===== config.mk =====
export PLATFORM = sky130hd
export DESIGN_NAME = ray_param_regfile
export DESIGN_NICKNAME = d
export VERILOG_FILES = /design/src/rtl/ray_param_regfile.sv
export SDC_FILE = /design/constraint.sdc
export NUM_CORES = 2
export LEC_CHECK = 0
export CAP_MARGIN = 25
export CORE_UTILIZATION = 59
export CTS_CLUSTER_DIAMETER = 200
export CTS_CLUSTER_SIZE = 30
export DETAILED_ROUTE_END_ITERATION = 12
export GPL_TIMING_DRIVEN = 0
export MAX_ROUTING_LAYER = met4
export PLACE_DENSITY = 0.9
export SLEW_MARGIN = 25
export SYNTH_ARGS = -nofsm -noshare
export SYNTH_HDL_FRONTEND = slang
export SYNTH_SLANG_ARGS = --single-unit

===== constraint.sdc =====
create_clock -name aclk -period 4.6 [get_ports aclk]
set_input_delay 0.69 -clock aclk [delete_from_list [all_inputs] [get_ports aclk]]
set_output_delay 0.69 -clock aclk [all_outputs]
set_load 0.1 [all_outputs]

===== src/rtl/ray_param_regfile.sv =====
// AXI-Lite scene-parameter register file with frame-synchronous shadow copy for the ray unit.
// Write response 2 cycles after AW/W acceptance, read data 2 cycles after AR; each channel stalls on its ready.
module ray_param_regfile #(
  parameter int AXI_LITE_ADDR_WIDTH = 8,
  parameter int REG_FILE_SIZE = 16,
  parameter logic [32*REG_FILE_SIZE-1:0] RESET_VALUES = '0
) (
  input  logic                           aclk,
  input  logic                           aresetn,
  input  logic [AXI_LITE_ADDR_WIDTH-1:0] s_axi_lite_awaddr,
  input  logic                           s_axi_lite_awvalid,
  output logic                           s_axi_lite_awready,
  input  logic [31:0]                    s_axi_lite_wdata,
  input  logic [3:0]                     s_axi_lite_wstrb,
  input  logic                           s_axi_lite_wvalid,
  output logic                           s_axi_lite_wready,
  output logic [1:0]                     s_axi_lite_bresp,
  output logic                           s_axi_lite_bvalid,
  input  logic                           s_axi_lite_bready,
  input  logic [AXI_LITE_ADDR_WIDTH-1:0] s_axi_lite_araddr,
  input  logic                           s_axi_lite_arvalid,
  output logic                           s_axi_lite_arready,
  output logic [31:0]                    s_axi_lite_rdata,
  output logic [1:0]                     s_axi_lite_rresp,
  output logic                           s_axi_lite_rvalid,
  input  logic                           s_axi_lite_rready,
  input  logic                           frame_sync,
  output logic [32*REG_FILE_SIZE-1:0]    params_out,
  output logic                           params_updated
);
  localparam int IDXW = AXI_LITE_ADDR_WIDTH - 2;
  localparam int IW = (REG_FILE_SIZE > 1) ? $clog2(REG_FILE_SIZE) : 1;
  localparam logic [IDXW-1:0] STATUS_IDX = IDXW'(REG_FILE_SIZE);
  localparam logic [1:0] RESP_OKAY = 2'b00;
  localparam logic [1:0] RESP_SLVERR = 2'b10;

  typedef enum logic [2:0] {W_IDLE, W_WAIT_DATA, W_WAIT_ADDR, W_WRITE, W_RESP} wstate_t;
  typedef enum logic [1:0] {R_IDLE, R_FETCH, R_READ} rstate_t;

  logic [31:0]                 r_work [REG_FILE_SIZE];
  logic [32*REG_FILE_SIZE-1:0] r_shadow;
  logic                        r_pending;
  logic [15:0]                 r_frame_count;
  logic                        r_params_updated;

  wstate_t          r_wstate;
  logic [IDXW-1:0]  r_awidx;
  logic [31:0]      r_wdata;
  logic [3:0]       r_wstrb;
  logic             r_awready, r_wready, r_bvalid;
  logic [1:0]       r_bresp;

  rstate_t          r_rstate;
  logic [IDXW-1:0]  r_aridx;
  logic             r_arready, r_rvalid;
  logic [31:0]      r_rdata;
  logic [1:0]       r_rresp;

  logic        w_wr_hit, w_wr_fire, w_commit, w_rd_hit, w_rd_status;
  logic [31:0] w_status;
  logic        w_unused;

  assign w_wr_hit    = r_awidx < STATUS_IDX;
  assign w_wr_fire   = (r_wstate == W_WRITE) && w_wr_hit;
  assign w_commit    = frame_sync && r_pending;
  assign w_rd_hit    = r_aridx < STATUS_IDX;
  assign w_rd_status = r_aridx == STATUS_IDX;
  assign w_status    = {r_frame_count, 15'd0, r_pending};
  assign w_unused    = ^{s_axi_lite_awaddr[1:0], s_axi_lite_araddr[1:0]};

  // Write channel: AW and W may arrive in either order or together.
  always_ff @(posedge aclk) begin
    if (!aresetn) begin
      r_wstate  <= W_IDLE;
      r_awready <= 1'b1;
      r_wready  <= 1'b1;
      r_bvalid  <= 1'b0;
      r_bresp   <= RESP_OKAY;
      r_awidx   <= '0;
      r_wdata   <= '0;
      r_wstrb   <= '0;
    end else begin
      case (r_wstate)
        W_IDLE: begin
          if (s_axi_lite_awvalid) r_awidx <= s_axi_lite_awaddr[AXI_LITE_ADDR_WIDTH-1:2];
          if (s_axi_lite_wvalid) begin
            r_wdata <= s_axi_lite_wdata;
            r_wstrb <= s_axi_lite_wstrb;
          end
          if (s_axi_lite_awvalid && s_axi_lite_wvalid) begin
            r_awready <= 1'b0;
            r_wready  <= 1'b0;
            r_wstate  <= W_WRITE;
          end else if (s_axi_lite_awvalid) begin
            r_awready <= 1'b0;
            r_wstate  <= W_WAIT_DATA;
          end else if (s_axi_lite_wvalid) begin
            r_wready <= 1'b0;
            r_wstate <= W_WAIT_ADDR;
          end
        end
        W_WAIT_DATA: if (s_axi_lite_wvalid) begin
          r_wdata  <= s_axi_lite_wdata;
          r_wstrb  <= s_axi_lite_wstrb;
          r_wready <= 1'b0;
          r_wstate <= W_WRITE;
        end
        W_WAIT_ADDR: if (s_axi_lite_awvalid) begin
          r_awidx   <= s_axi_lite_awaddr[AXI_LITE_ADDR_WIDTH-1:2];
          r_awready <= 1'b0;
          r_wstate  <= W_WRITE;
        end
        W_WRITE: begin
          r_bresp  <= w_wr_hit ? RESP_OKAY : RESP_SLVERR;
          r_bvalid <= 1'b1;
          r_wstate <= W_RESP;
        end
        W_RESP: if (s_axi_lite_bready) begin
          r_bvalid  <= 1'b0;
          r_awready <= 1'b1;
          r_wready  <= 1'b1;
          r_wstate  <= W_IDLE;
        end
        default: r_wstate <= W_IDLE;
      endcase
    end
  end

  // Commit copies the pre-write working array; a same-cycle write keeps pending set.
  always_ff @(posedge aclk) begin
    if (!aresetn) begin
      for (int i = 0; i < REG_FILE_SIZE; i++) r_work[i] <= RESET_VALUES[32*i +: 32];
      r_shadow         <= RESET_VALUES;
      r_pending        <= 1'b0;
      r_frame_count    <= 16'd0;
      r_params_updated <= 1'b0;
    end else begin
      r_params_updated <= w_commit;
      if (frame_sync) r_frame_count <= r_frame_count + 16'd1;
      if (w_commit) begin
        for (int i = 0; i < REG_FILE_SIZE; i++) r_shadow[32*i +: 32] <= r_work[i];
      end
      if (w_wr_fire) begin
        for (int b = 0; b < 4; b++) begin
          if (r_wstrb[b]) r_work[r_awidx[IW-1:0]][8*b +: 8] <= r_wdata[8*b +: 8];
        end
        r_pending <= 1'b1;
      end else if (w_commit) begin
        r_pending <= 1'b0;
      end
    end
  end

  always_ff @(posedge aclk) begin
    if (!aresetn) begin
      r_rstate  <= R_IDLE;
      r_arready <= 1'b1;
      r_rvalid  <= 1'b0;
      r_rdata   <= '0;
      r_rresp   <= RESP_OKAY;
      r_aridx   <= '0;
    end else begin
      case (r_rstate)
        R_IDLE: if (s_axi_lite_arvalid) begin
          r_aridx   <= s_axi_lite_araddr[AXI_LITE_ADDR_WIDTH-1:2];
          r_arready <= 1'b0;
          r_rstate  <= R_FETCH;
        end
        R_FETCH: begin
          if (w_rd_hit) begin
            r_rdata <= r_work[r_aridx[IW-1:0]];
            r_rresp <= RESP_OKAY;
          end else if (w_rd_status) begin
            r_rdata <= w_status;
            r_rresp <= RESP_OKAY;
          end else begin
            r_rdata <= '0;
            r_rresp <= RESP_SLVERR;
          end
          r_rvalid <= 1'b1;
          r_rstate <= R_READ;
        end
        R_READ: if (s_axi_lite_rready) begin
          r_rvalid  <= 1'b0;
          r_arready <= 1'b1;
          r_rstate  <= R_IDLE;
        end
        default: r_rstate <= R_IDLE;
      endcase
    end
  end

  assign s_axi_lite_awready = r_awready;
  assign s_axi_lite_wready  = r_wready;
  assign s_axi_lite_bvalid  = r_bvalid;
  assign s_axi_lite_bresp   = r_bresp;
  assign s_axi_lite_arready = r_arready;
  assign s_axi_lite_rvalid  = r_rvalid;
  assign s_axi_lite_rdata   = r_rdata;
  assign s_axi_lite_rresp   = r_rresp;
  assign params_out         = r_shadow;
  assign params_updated     = r_params_updated;
endmodule


==> summary.txt <==
Status
  • Status: finished, final reports clean

Yosys
  • Register area share after synthesis: 0.619
  • Cell count after synthesis: 4293
  • Seq cells post-synth: 1138
  • Mapped Area: 45100 µm²
  • Number of synthesized flops with an enable pin: 512
  • Post-synth cell types: 56
  • Asr flop ratio synth: 0
  • Yosys warns: 0
  • Post-synth top flop: dfxtp_1
  • Synthesized area per cell: 10.5 µm²

GRT
  • Initial antenna violation count: 6
  • Vias in the first global route: 35.7k
  • Total GRT Usage: 0.486
  • Total grt overflow: 0
  • Largest net degree at the start of global routing: 32
  • First-pass GRT wire length: 255000 µm

Floorplanning
  • Starting Density: 0.601
  • DIE WIDTH: 278 µm
  • Total die area: 77500 µm²
  • Rows: 100
  • Die Span Y: 278 µm
  • Boundary pin count: 614
  • Core Footprint: 75100 µm²

Worst setup path
  • Critical path peak fanout: 10
  • Slowest library cell on the worst path: buf_2
  • Startpoint types: flip-flop
  • Top delay family on crit path: buffers and inverters
  • CP Capture Type: flip-flop
  • Crit-path cells: buf_2 -> buf_2 -> buf_2 -> buf_2 -> mux2i_1 -> o22ai_1
  • Crit path buf inv count: 4
  • WP data arrival: 4.11 ns
  • Critical path class: reg -> reg
  • Data required, critical path: 5.12 ns
  • Max incr delay on CP: 0.72 ns
  • Most used cell along the critical path: buf_2

Timing
  • Normalized max-slew margin: 0.174
  • Final Hold Fails: 0
  • Final setup viols: 0
  • Post-layout min period: 3.59 ns
  • Max-slew violation count: 0
  • Final Cycle Share: 0.780
  • Setup TNS: 0 ns
  • Maximum clock frequency: 0.279 GHz
  • Clock Skew: 0.0247 ns
  • WHS: 0.446 ns
  • Tightest Pin Transition: 1.24 ns
  • Worst Setup Slack, final: 1.01 ns
  • RSZ-0062 raised after global routing: no

Clocking
  • CTS Buf Count: 43
  • Root Buffer: clkbuf_16
  • CTS Buffer Depth: 3
  • CTS Hold Bufs: 0
  • Htree depth: 2
  • Worst-Skew Late Latency: 0.66 ns
  • CTS tree: built
  • Clk slew on worst S/H paths: 0.13 ns
  • Post-CTS Setup Bufs: 0
  • Clock Sinks: 1138
  • Cts repair resizes: 0

Cells and area
  • Net count, final: 5009
  • Area grow syn2layout: 18.9%
  • Most frequent cells in the layout: nand2_1 (1144), dfxtp_1 (626), clkdlybuf4s50_1 (587)
  • Share of layout cells above drive strength 1: 0.0558
  • Post-Layout Cell Count: 5960
  • Most common cell after layout, fill and taps aside: nand2_1

Worst hold path
  • Hold Path Class: in -> reg

Detailed routing
  • Post-route DRC: 0
  • Iter 0 DRT Violations: 6491
  • Vias after detailed routing: 38.7k
  • Wire length per cell: 31.4 µm
  • Final WL: 187000 µm
  • Pre-antenna DRT Iters: 9
  • Via density: 6.49
  • Post-route ant nets: 0

Pwr
  • Pwr/cell area: 336 nW/µm²
  • Maximum vdd drop: 340 µV
  • Leakage: 17.8 nW

Flow run
  • Max-cap violations: 0

Placement
  • Place WS: 0.984 ns
  • Cells after DPL: 5871
  • Final GP Congestion: 1.09
  • Buffers on Ports: 605
  • Post-DP HPWL: 148000 µm
==> worst paths after layout <==
path / start / end / slack (ns) / cells past startpoint
worst max register to register: flip-flop / s_axi_lite_rdata[20] / 1.01 / 6
worst max-delay path: flip-flop / s_axi_lite_rdata[20] / 1.01 / 6
worst min-delay path: frame_sync / r_pending / 0.45 / 4
worst min register to register: params_out[269] / params_out[269] / 0.46 / 2
==> cells in the mapped netlist, drive strengths merged, types with 8 or more instances <==
cell type  instances  area, µm²
and2             524       3280
edfxtp           512      15400
a21oi            586       2930
nand3             33        170
buf               58        317
and3               8       50.1
mux2i             75        751
nor2b             11       68.8
o221ai            17        149
clkbuf           243        915
xor2              11       96.3
dfxtp            626      12500
nor3              13       70.1
nand2           1145       4310
o21ai             76        380
o22ai              9       56.3
a31oi             22        138
a22oi             21        158
mux4              94       2120
nor2             134        593
==> kinds of logic after synthesis <==
family                     count (synthesis)  synth area share
buffers and inverters                    306            0.0277
muxes                                    176            0.0654
AOI/OAI and AO/OA                        763            0.0907
and+or+nand+nor                         1894             0.194
other                                      1         0.0000832
adders and majority gates                  1          0.000277
xor gates and xnor gates                  14           0.00272
DFF                                     1138             0.619
==> where the power goes <==
group / internal, mW / switching [mW]
registers: 10.8 / 0.301
logic: 0.454 / 1.43
clock network: 1.90 / 3.16
==> sequential cells by signal, summed over array words and instances (netlist names), 2 cells and up, named ones only <==
register          cells
r_rstate              2
params_out          512
r_work              512
r_awidx               6
r_aridx               6
r_wdata              32
r_wstate              3
r_frame_count        16
s_axi_lite_rdata     32
r_wstrb               4
==> worst reg2reg max path: stages (launching register included) <==
cell and delay, ns:
dfxtp_1 0.63, buf_2 0.72, buf_2 0.61, buf_2 0.45
buf_2 0.41, mux2i_1 0.51, o22ai_1 0.14
==> layer usage <==
| metal | share of wire | wire (µm) | GRT usage |
|---|---|---|---|
| met1 | 0.34 | 63000 | 0.595 |
| met2 | 0.43 | 81400 | 0.701 |
| met3 | 0.16 | 30500 | 0.170 |
| met4 | 0.067 | 12500 | 0.270 |
| met5 | 0 | 0 | - |
==> final cells by class <==
type / instances / area [µm²]
antenna: 9 / 22.5
buffer: 301 / 1250
clock buffer: 79 / 1260
fill: 5352 / 21500
inverter: 5 / 18.8
multi-input combinational: 2850 / 15900
sequential: 1138 / 27900
tap: 969 / 1210
timing repair buffer: 609 / 6000
==> through the flow <==
stage,power [mW],utilization,instance area (µm²)
2_1_floorplan,12.3,-,45100
3_3_place_gp,13.0,0.697,52400
3_5_place_dp,13.1,0.697,52300
4_1_cts,17.8,0.714,53600
5_1_grt,18.3,0.714,53600
6_report,18.0,0.714,53600
Power figures use the tool's default switching activity.
